### config.mk
export PLATFORM = sky130hd
export DESIGN_NAME = multicycle_controller_flat
export DESIGN_NICKNAME = d
export VERILOG_FILES = /design/src/rtl/multicycle_controller_if.sv /design/src/rtl/multicycle_controller.sv /design/src/flat_wrapper.sv
export SDC_FILE = /design/constraint.sdc
export NUM_CORES = 1
export LEC_CHECK = 0
export ABC_AREA = 1
export CAP_MARGIN = 10
export CORE_MARGIN = 2
export CORE_UTILIZATION = 35
export DETAILED_ROUTE_END_ITERATION = 12
export PLACE_DENSITY = 0.71
export RECOVER_POWER = 50
export SLEW_MARGIN = 25
export SYNTH_ARGS = -nofsm -noshare
export SYNTH_HDL_FRONTEND = slang
export SYNTH_SLANG_ARGS = --single-unit
### constraint.sdc
create_clock -name clk -period 2.5 [get_ports clk]
set_clock_uncertainty 0.2 [all_clocks]
set_input_delay 0.75 -clock clk [delete_from_list [all_inputs] [get_ports clk]]
set_output_delay 0.75 -clock clk [all_outputs]
set_load 0.01 [all_outputs]
### src/rtl/multicycle_controller_if.sv
// Control bundle between the multicycle FSM (master) and the datapath/memory (slave).
// Handshake: mem_ready is a completion strobe; an access finishes in the cycle it is high.
interface multicycle_controller_if #(
  parameter int WORD_WIDTH = 32,
  parameter int CNT_WIDTH  = 32
);
  logic [WORD_WIDTH-1:0] inst;
  logic                  alu_zero;
  logic                  mem_ready;
  logic                  pc_write;
  logic                  iord;
  logic                  mem_read;
  logic                  mem_write;
  logic                  ir_write;
  logic                  reg_write;
  logic [1:0]            reg_dst;
  logic [1:0]            mem_to_reg;
  logic [1:0]            alu_src_a;
  logic [1:0]            alu_src_b;
  logic                  imm_zext;
  logic [3:0]            alusel;
  logic [1:0]            pc_source;
  logic                  illegal;
  logic [CNT_WIDTH-1:0]  instr_count;
  logic [3:0]            state;

  modport master (
    input  inst, alu_zero, mem_ready,
    output pc_write, iord, mem_read, mem_write, ir_write, reg_write,
           reg_dst, mem_to_reg, alu_src_a, alu_src_b, imm_zext, alusel,
           pc_source, illegal, instr_count, state
  );

  modport slave (
    output inst, alu_zero, mem_ready,
    input  pc_write, iord, mem_read, mem_write, ir_write, reg_write,
           reg_dst, mem_to_reg, alu_src_a, alu_src_b, imm_zext, alusel,
           pc_source, illegal, instr_count, state
  );
endinterface

### src/rtl/multicycle_controller.sv
// Moore FSM sequencing the multicycle MIPS-subset datapath, with a retired-instruction
// counter and illegal-encoding detection.
module multicycle_controller #(
  parameter int WORD_WIDTH    = 32,
  parameter int CNT_WIDTH     = 32,
  parameter bit MEM_HANDSHAKE = 1'b1
) (
  input logic                   clk,
  input logic                   rst,
  multicycle_controller_if.master bus
);
  typedef enum logic [3:0] {
    S_FETCH = 4'd0, S_DECODE = 4'd1, S_MEMADDR = 4'd2, S_MEMRD = 4'd3,
    S_MEMWB = 4'd4, S_MEMWR = 4'd5, S_REXEC = 4'd6, S_RWB = 4'd7,
    S_IEXEC = 4'd8, S_IWB = 4'd9, S_BRANCH = 4'd10, S_JUMP = 4'd11,
    S_JAL = 4'd12, S_JR = 4'd13
  } state_t;

  localparam logic [3:0] ALU_ADD = 4'b0001, ALU_SUB = 4'b0011, ALU_AND = 4'b0111,
                         ALU_OR  = 4'b1111, ALU_XOR = 4'b0110, ALU_SLT = 4'b1110,
                         ALU_SLL = 4'b1100, ALU_SRL = 4'b1000;

  state_t               st, st_nx;
  logic [CNT_WIDTH-1:0] cnt;
  logic                 retire;
  logic [5:0]           op, fn;
  logic                 rdy;

  assign op  = bus.inst[WORD_WIDTH-1 -: 6];
  assign fn  = bus.inst[5:0];
  assign rdy = MEM_HANDSHAKE ? bus.mem_ready : 1'b1;

  always_ff @(posedge clk) begin
    if (rst) begin
      st  <= S_FETCH;
      cnt <= '0;
    end else begin
      st <= st_nx;
      if (retire) cnt <= cnt + 1'b1;
    end
  end

  assign bus.state       = rst ? 4'd0 : st;
  assign bus.instr_count = rst ? '0 : cnt;

  always_comb begin
    st_nx          = st;
    retire         = 1'b0;
    bus.pc_write   = 1'b0;
    bus.iord       = 1'b0;
    bus.mem_read   = 1'b0;
    bus.mem_write  = 1'b0;
    bus.ir_write   = 1'b0;
    bus.reg_write  = 1'b0;
    bus.reg_dst    = 2'b00;
    bus.mem_to_reg = 2'b00;
    bus.alu_src_a  = 2'b00;
    bus.alu_src_b  = 2'b00;
    bus.imm_zext   = 1'b0;
    bus.alusel     = 4'b0000;
    bus.pc_source  = 2'b00;
    bus.illegal    = 1'b0;
    case (st)
      S_FETCH: begin
        bus.mem_read  = 1'b1;
        bus.alu_src_b = 2'b01;
        bus.alusel    = ALU_ADD;
        bus.ir_write  = rdy;
        bus.pc_write  = rdy;
        if (rdy) st_nx = S_DECODE;
      end
      S_DECODE: begin
        // Branch target is precomputed into ALUOut while the opcode is dispatched.
        bus.alu_src_b = 2'b11;
        bus.alusel    = ALU_ADD;
        case (op)
          6'h23, 6'h2B: st_nx = S_MEMADDR;
          6'h00: begin
            case (fn)
              6'h08: st_nx = S_JR;
              6'h20, 6'h22, 6'h24, 6'h25, 6'h26, 6'h00, 6'h02, 6'h2A: st_nx = S_REXEC;
              default: begin
                bus.illegal = 1'b1;
                st_nx       = S_FETCH;
              end
            endcase
          end
          6'h08, 6'h09, 6'h0C, 6'h0D, 6'h0A: st_nx = S_IEXEC;
          6'h04, 6'h05: st_nx = S_BRANCH;
          6'h02: st_nx = S_JUMP;
          6'h03: st_nx = S_JAL;
          default: begin
            bus.illegal = 1'b1;
            st_nx       = S_FETCH;
          end
        endcase
      end
      S_MEMADDR: begin
        bus.alu_src_a = 2'b01;
        bus.alu_src_b = 2'b10;
        bus.alusel    = ALU_ADD;
        st_nx         = (op == 6'h2B) ? S_MEMWR : S_MEMRD;
      end
      S_MEMRD: begin
        bus.iord     = 1'b1;
        bus.mem_read = 1'b1;
        if (rdy) st_nx = S_MEMWB;
      end
      S_MEMWR: begin
        bus.iord      = 1'b1;
        bus.mem_write = 1'b1;
        if (rdy) begin
          st_nx  = S_FETCH;
          retire = 1'b1;
        end
      end
      S_MEMWB: begin
        bus.reg_write  = 1'b1;
        bus.mem_to_reg = 2'b01;
        st_nx          = S_FETCH;
        retire         = 1'b1;
      end
      S_REXEC: begin
        bus.alu_src_a = (fn == 6'h00 || fn == 6'h02) ? 2'b10 : 2'b01;
        case (fn)
          6'h20:   bus.alusel = ALU_ADD;
          6'h22:   bus.alusel = ALU_SUB;
          6'h24:   bus.alusel = ALU_AND;
          6'h25:   bus.alusel = ALU_OR;
          6'h26:   bus.alusel = ALU_XOR;
          6'h2A:   bus.alusel = ALU_SLT;
          6'h00:   bus.alusel = ALU_SLL;
          6'h02:   bus.alusel = ALU_SRL;
          default: bus.alusel = 4'b0000;
        endcase
        st_nx = S_RWB;
      end
      S_RWB: begin
        bus.reg_write = 1'b1;
        bus.reg_dst   = 2'b01;
        st_nx         = S_FETCH;
        retire        = 1'b1;
      end
      S_IEXEC: begin
        bus.alu_src_a = 2'b01;
        bus.alu_src_b = 2'b10;
        bus.imm_zext  = (op == 6'h0C || op == 6'h0D);
        case (op)
          6'h0C:   bus.alusel = ALU_AND;
          6'h0D:   bus.alusel = ALU_OR;
          6'h0A:   bus.alusel = ALU_SLT;
          default: bus.alusel = ALU_ADD;
        endcase
        st_nx = S_IWB;
      end
      S_IWB: begin
        bus.reg_write = 1'b1;
        st_nx         = S_FETCH;
        retire        = 1'b1;
      end
      S_BRANCH: begin
        bus.alu_src_a = 2'b01;
        bus.alusel    = ALU_SUB;
        bus.pc_source = 2'b01;
        bus.pc_write  = (op == 6'h05) ? ~bus.alu_zero : bus.alu_zero;
        st_nx         = S_FETCH;
        retire        = 1'b1;
      end
      S_JUMP: begin
        bus.pc_source = 2'b10;
        bus.pc_write  = 1'b1;
        st_nx         = S_FETCH;
        retire        = 1'b1;
      end
      S_JAL: begin
        // PC was already advanced in FETCH, so the link value is PC+4.
        bus.pc_source  = 2'b10;
        bus.pc_write   = 1'b1;
        bus.reg_write  = 1'b1;
        bus.reg_dst    = 2'b10;
        bus.mem_to_reg = 2'b10;
        st_nx          = S_FETCH;
        retire         = 1'b1;
      end
      S_JR: begin
        bus.pc_source = 2'b11;
        bus.pc_write  = 1'b1;
        st_nx         = S_FETCH;
        retire        = 1'b1;
      end
      default: st_nx = S_FETCH;
    endcase
    if (rst) begin
      st_nx          = S_FETCH;
      retire         = 1'b0;
      bus.pc_write   = 1'b0;
      bus.iord       = 1'b0;
      bus.mem_read   = 1'b0;
      bus.mem_write  = 1'b0;
      bus.ir_write   = 1'b0;
      bus.reg_write  = 1'b0;
      bus.reg_dst    = 2'b00;
      bus.mem_to_reg = 2'b00;
      bus.alu_src_a  = 2'b00;
      bus.alu_src_b  = 2'b00;
      bus.imm_zext   = 1'b0;
      bus.alusel     = 4'b0000;
      bus.pc_source  = 2'b00;
      bus.illegal    = 1'b0;
    end
  end
endmodule

### src/flat_wrapper.sv
// flat-port wrapper written by rule: the top's interface ports become plain ports
module multicycle_controller_flat 
#(
  parameter int WORD_WIDTH    = 32,
  parameter int CNT_WIDTH     = 32,
  parameter bit MEM_HANDSHAKE = 1'b1
)
  (clk, rst, bus_inst, bus_alu_zero, bus_mem_ready, bus_pc_write, bus_iord, bus_mem_read, bus_mem_write, bus_ir_write, bus_reg_write, bus_reg_dst, bus_mem_to_reg, bus_alu_src_a, bus_alu_src_b, bus_imm_zext, bus_alusel, bus_pc_source, bus_illegal, bus_instr_count, bus_state);
  multicycle_controller_if #(.WORD_WIDTH(WORD_WIDTH), .CNT_WIDTH(CNT_WIDTH)) bus_i ();
  input logic clk;
  input logic rst;
  input wire logic [$bits(bus_i.inst)-1:0] bus_inst;
  input wire logic [$bits(bus_i.alu_zero)-1:0] bus_alu_zero;
  input wire logic [$bits(bus_i.mem_ready)-1:0] bus_mem_ready;
  output wire logic [$bits(bus_i.pc_write)-1:0] bus_pc_write;
  output wire logic [$bits(bus_i.iord)-1:0] bus_iord;
  output wire logic [$bits(bus_i.mem_read)-1:0] bus_mem_read;
  output wire logic [$bits(bus_i.mem_write)-1:0] bus_mem_write;
  output wire logic [$bits(bus_i.ir_write)-1:0] bus_ir_write;
  output wire logic [$bits(bus_i.reg_write)-1:0] bus_reg_write;
  output wire logic [$bits(bus_i.reg_dst)-1:0] bus_reg_dst;
  output wire logic [$bits(bus_i.mem_to_reg)-1:0] bus_mem_to_reg;
  output wire logic [$bits(bus_i.alu_src_a)-1:0] bus_alu_src_a;
  output wire logic [$bits(bus_i.alu_src_b)-1:0] bus_alu_src_b;
  output wire logic [$bits(bus_i.imm_zext)-1:0] bus_imm_zext;
  output wire logic [$bits(bus_i.alusel)-1:0] bus_alusel;
  output wire logic [$bits(bus_i.pc_source)-1:0] bus_pc_source;
  output wire logic [$bits(bus_i.illegal)-1:0] bus_illegal;
  output wire logic [$bits(bus_i.instr_count)-1:0] bus_instr_count;
  output wire logic [$bits(bus_i.state)-1:0] bus_state;
  assign bus_i.inst = bus_inst;
  assign bus_i.alu_zero = bus_alu_zero;
  assign bus_i.mem_ready = bus_mem_ready;
  assign bus_pc_write = bus_i.pc_write;
  assign bus_iord = bus_i.iord;
  assign bus_mem_read = bus_i.mem_read;
  assign bus_mem_write = bus_i.mem_write;
  assign bus_ir_write = bus_i.ir_write;
  assign bus_reg_write = bus_i.reg_write;
  assign bus_reg_dst = bus_i.reg_dst;
  assign bus_mem_to_reg = bus_i.mem_to_reg;
  assign bus_alu_src_a = bus_i.alu_src_a;
  assign bus_alu_src_b = bus_i.alu_src_b;
  assign bus_imm_zext = bus_i.imm_zext;
  assign bus_alusel = bus_i.alusel;
  assign bus_pc_source = bus_i.pc_source;
  assign bus_illegal = bus_i.illegal;
  assign bus_instr_count = bus_i.instr_count;
  assign bus_state = bus_i.state;
  multicycle_controller #(.WORD_WIDTH(WORD_WIDTH), .CNT_WIDTH(CNT_WIDTH), .MEM_HANDSHAKE(MEM_HANDSHAKE)) u_core (.clk(clk), .rst(rst), .bus(bus_i));
endmodule
# ---- Word level (Yosys, flattened, before mapping)
# Cells that the tools add are included.
dict set report totals {
  ff_bits 36
  in_bits 36
  out_inout_bits 58
  elab_cells 106
}
dict set report classes {
  add_sub_neg 1
  eq_ne 35
  mux 46
  bitwise 1
  n_reduce_logical 21
}
# operator n
set ops {}
lappend ops {{equality test 6 bit (second input constant)} 8}
lappend ops {{equality test 6 x 4 -> 1 bit (second input constant)} 6}
lappend ops {{adder 32 x 1 -> 32 bit (second input constant)} 1}
lappend ops {{2-to-1 mux 32 bit} 1}
lappend ops {{one-hot mux 4 bit (8 select lines)} 1}
lappend ops {{one-hot mux 4 bit (7 select lines)} 1}
lappend ops {{equality test 4 bit (second input constant)} 6}
lappend ops {{one-hot mux 4 bit (6 select lines)} 1}
lappend ops {{2-to-1 mux 4 bit} 5}
lappend ops {{2-to-1 mux 1 bit} 19}
lappend ops {{equality test 6 x 2 -> 1 bit (second input constant)} 3}
lappend ops {{equality test 4 x 3 -> 1 bit (second input constant)} 4}
lappend ops {{one-hot mux 4 bit (4 select lines)} 1}
lappend ops {{equality test 6 x 3 -> 1 bit (second input constant)} 2}
lappend ops {{zero test 6 bit} 2}
lappend ops {{2-to-1 mux 2 bit} 6}
lappend ops {{one-hot mux 2 bit (2 select lines)} 3}
lappend ops {{one-hot mux 2 bit (3 select lines)} 2}
lappend ops {{one-hot mux 4 bit (3 select lines)} 1}
lappend ops {{OR reduction 2 bit} 6}
lappend ops {{OR reduction 11 bit} 1}
lappend ops {{OR reduction 3 bit} 3}
lappend ops {{OR reduction 9 bit} 1}
lappend ops {{equality test 4 x 2 -> 1 bit (second input constant)} 2}
lappend ops {{other kinds (14)} 18}

# ---- Logic depth before layout (Yosys ltp)
dict set report depth {
  word_depth 6
  depth_mapped 11
  ltp_nobuf 11
}

# ---- Least setup slack after synthesis
# Ideal clock, no wire load.
dict set report synth_timing {
  path_type {input -> output}
  startpoint {in bus_inst[31]}
  endpoint {out bus_alusel[1]}
  arrival_ps 1649
  t_required_ps 1550
  setup_slack_ps -99
  path_stages 7
  path_cell_list {nor2_1 nand2_1 inv_1 nand3_1 a21oi_1 inv_1 a31oi_1}
}
dict set report synth_via {
  elab_chain_len 4
  word_cells_on_any_way 6
  cone_classes {3 x eq/ne; 3 x mux}
}
# item line_no
set synth_lines {}
lappend synth_lines {{start: declaration} flat_wrapper.sv:12} ;# input wire logic [$bits(bus_i.inst)-1:0] bus_inst;
lappend synth_lines {{equality test 6 x 4 -> 1 bit} multicycle_controller.sv:148} ;# case (op)
lappend synth_lines {{one-hot mux 4 bit (3 select lines) (*)} multicycle_controller.sv:148}
lappend synth_lines {{one-hot mux 4 bit (4 select lines) (*)} multicycle_controller.sv:63} ;# case (st)
lappend synth_lines {{2-to-1 mux 4 bit (*)} multicycle_controller.sv:193} ;# if (rst) begin
lappend synth_lines {{end: declaration} flat_wrapper.sv:26} ;# output wire logic [$bits(bus_i.alusel)-1:0] bus_alusel;
# Mark *: on every way between the ends. The rest lies on a longest branch, timed or not.

# ---- Worst setup path in the final report
dict set report layout_timing {
  startpoint {in bus_inst[31]}
  endpoint {out bus_pc_write}
}
dict set report layout_via {
  elab_chain_len 4
}
# item line_no
set layout_lines {}
lappend layout_lines {{equality test 6 x 3 -> 1 bit} multicycle_controller.sv:165} ;# bus.pc_write = (op == 6'h05) ? ~bus.alu_zero : bus.alu_zero;
lappend layout_lines {{2-to-1 mux 1 bit} multicycle_controller.sv:165}
lappend layout_lines {{one-hot mux 1 bit (3 select lines)} multicycle_controller.sv:63}
lappend layout_lines {{2-to-1 mux 1 bit} multicycle_controller.sv:193}
lappend layout_lines {{end: declaration} flat_wrapper.sv:15} ;# output wire logic [$bits(bus_i.pc_write)-1:0] bus_pc_write;
# Every way passes these cells.

==> impl_metrics.py <==
metrics = {
    "run_status": {
        "outcome": "complete, but fails checks",
        "violations": "negative setup slack",
    },
    "min_path": {
        "worstHoldStart": "u_core.cnt[31]",
        "hold_path.class": "flop to flop",
        "hold_path_depth": 2,
    },
    "grt": {
        "antenna_found_initial": 0,
        "grt_pass1_vias": 4345,
        "grt-ovfl-total": 0,
        "grt_max_degree": 46,
        "grt_pass1_wl_um": 19220,
        "grt_usage_pct": 24.00,
    },
    "setup_path": {
        "timing.rr.start": "u_core.st[0]",
        "crit_path_max_fanout": 4,
        "cp-start-kind": "primary input",
        "crit_type": "primary input to output port",
        "critPathCaptureType": "output port",
        "startpoint": "bus_inst[31]",
        "cp.required_ns": 1.55,
        "crit_arrival_ns": 1.83,
        "r2r_slack_ns": 0.04,
        "ff2ff_path_depth": 16,
    },
    "place": {
        "place_ws_ns": -1.105,
        "hpwl_um": 8058,
        "place_area_um2": 4398,
        "place_congestion": 0.9077,
        "io_buffers": 73,
    },
    "clock_tree": {
        "clock_sinks": 36,
        "cts_root_buf": "clkbuf_8",
        "postCtsHoldBufs": 0,
        "cts-buffers-inserted": 5,
        "htree_levels": 2,
        "clkSlewWorstSetupHoldPaths_ns": 0.08,
        "cts_buffer_depth": 2,
        "cts_tree": "yes",
        "clk_latency_ns": 0.29,
    },
    "yosys": {
        "ys.warnings.count": 0,
        "postSynthCellCount": 579,
        "yosysUniqueCellTypes": 28,
        "syn_area_um2": 3069,
        "avgSynthCellArea_um2": 5.301,
        "synth.area.top_cells": "nand2_1, dfxtp_1, nor2_1",
        "synth_seq_area_share_pct": 23.48,
        "synth_top_area_share_pct": 23.73,
        "yosysTopAreaCell": "nand2_1",
        "syn_nets": 616,
        "ys_seq_elements": 36,
    },
    "routing": {
        "ant_nets": 0,
        "dr.pass1.iters": 5,
        "first_iter_violations": 299,
        "drc_errors": 0,
        "wirelength_um": 12490,
        "wl_per_cell_um": 14.56,
        "vias": 4407,
        "avgViaCountPerCell": 5.136,
    },
    "sta": {
        "period_needed_ns": 2.776,
        "max_freq_ghz": 0.3603,
        "finalCritPeriodShare_pct": 111.0,
        "rsz0062_at_grt": "true",
        "hold_violations": 0,
        "fin_ws_ns": -0.2757,
        "setup_viol": 19,
        "timing.slew.headroom_pct": 71.74,
        "max_slew.worst_pin.slew_ns": 0.4213,
        "slew_viol_final": 0,
    },
    "cells_and_area": {
        "final_common_cell": "nand2_1",
        "antenna_cells": 0,
        "fin_util_pct": 60.40,
        "fin_area_um2": 5190,
        "layout_common_cells": "nand2_1, nor2_1, buf_4, inv_1, dfxtp_1",
        "n_fill_cell": 800,
        "drive_above_1_share_pct": 34.13,
        "nets": 787,
        "regArea_um2": 732.0,
        "area_growth_pct": 69.10,
        "multiInputGateArea_um2": 2420,
    },
    "power": {
        "combPwrFrac_pct": 30.7,
        "p_leak_nw": 2.386,
        "max-vdd-ir-drop_mv": 0.2282,
        "p_int_mw": 1.041,
        "p_per_area_nw_per_um2": 291.4,
        "power.switching_uw": 471.9,
        "sequentialPowerShare_pct": 39.1,
        "pwr-share-clk_pct": 30.2,
        "swShare_pct": 31.20,
    },
    "floorplanning": {
        "coreArea_um2": 8593,
        "initial_core_util_pct": 35.72,
        "num_io_pins": 94,
        "num_rows": 34,
        "die_area_um2": 9535,
        "die_x_um": 97.65,
        "die_h_um": 97.65,
    },
    "job": {
        "maxCapViolations": 0,
    },
}
==> critical path: stages <==
cell and delay (ns):
buf_8 0.10, nor2_4 0.18, nand2_4 0.10, nor2_4 0.17, inv_2 0.05, nor2_1 0.08, o21ai_1 0.06, a31oi_1 0.17
buf_2 0.15
==> state kept, by name, indices dropped and copies added, names as in the netlist <==
| name | flops |
|---|---|
| u_core.cnt | 32 |
| u_core.st | 4 |
==> cells in the mapped netlist, drive strengths merged <==
library cell  instances
nand3                37
inv                  74
nand2               195
dfxtp                36
a31oi                 7
nor3                 24
or2                   1
nand4                10
xor2                  8
nor4                  1
o22ai                 1
o21ai                13
o31ai                 1
clkbuf                6
a211oi                1
ha                    1
a21oi                40
buf                   9
nor2                114
==> area by class of cell <==
class,instances,area share [%]
multi-input combinational,454,46.62
timing repair buffer,179,28.98
sequential,36,14.10
inverter,74,5.834
tap,108,2.604
clock buffer,7,1.856
==> path summary, 6_finish.rpt <==
path                    endpoint
setup / recovery    bus_pc_write
hold / removal    u_core.cnt[31]
setup reg to reg  u_core.cnt[13]
hold reg to reg   u_core.cnt[31]
==> stage by stage <==
stage / setup TNS, ns / hold slack (ns) / power, mW / cells
floorplan: 0 / 0.2584 / 0.7334 / 579
global placement: -19.93 / 0.2655 / 0.9171 / 813
detailed placement: -20.78 / 0.2748 / 0.9217 / 813
CTS: -1.813 / 0.2859 / 1.425 / 850
finish: -2.956 / 0.2831 / 1.512 / 858
global route: -4.293 / 0.3131 / 1.575 / 858
==> power groups by stage <==
stage | Clock (mW) | Combinational, mW | Sequential [mW]
after floorplan | 0 | 0.133 | 0.601
after global placement | 0 | 0.317 | 0.600
after detailed placement | 0 | 0.321 | 0.600
after CTS | 0.463 | 0.369 | 0.592
after global routing | 0.492 | 0.492 | 0.591
final | 0.457 | 0.465 | 0.591
==> what timing repair did <==
action | 4_1_cts | 5_1_grt
pin swaps | 40 | 34
endpoints found under the setup margin | 58 | 51
setup buffers | 30 | 12
gates resized for setup | 267 | 105
gates cloned | 0 | 1
==> per-layer routing <==
layer / global-route usage (%) / vias to the layer above / part of all wire [%]
met3: 3.957 / 47 / 5.4
met1: 26.73 / 1999 / 40
li1: - / 2174 / -
met2: 44.19 / 187 / 50
met5: 0 / - / 0
met4: 11.11 / 0 / 4.5
==> cells by family after synthesis <==
logic type	share of synthesized area, %
and+or+nand+nor	51.28
buffers and inverters	11.66
AOI/OAI and AO/OA	10.88
DFF	23.48
xor gates and xnor gates	2.283
adders and majority gates	0.4076
(Power assumes the default switching activity.)
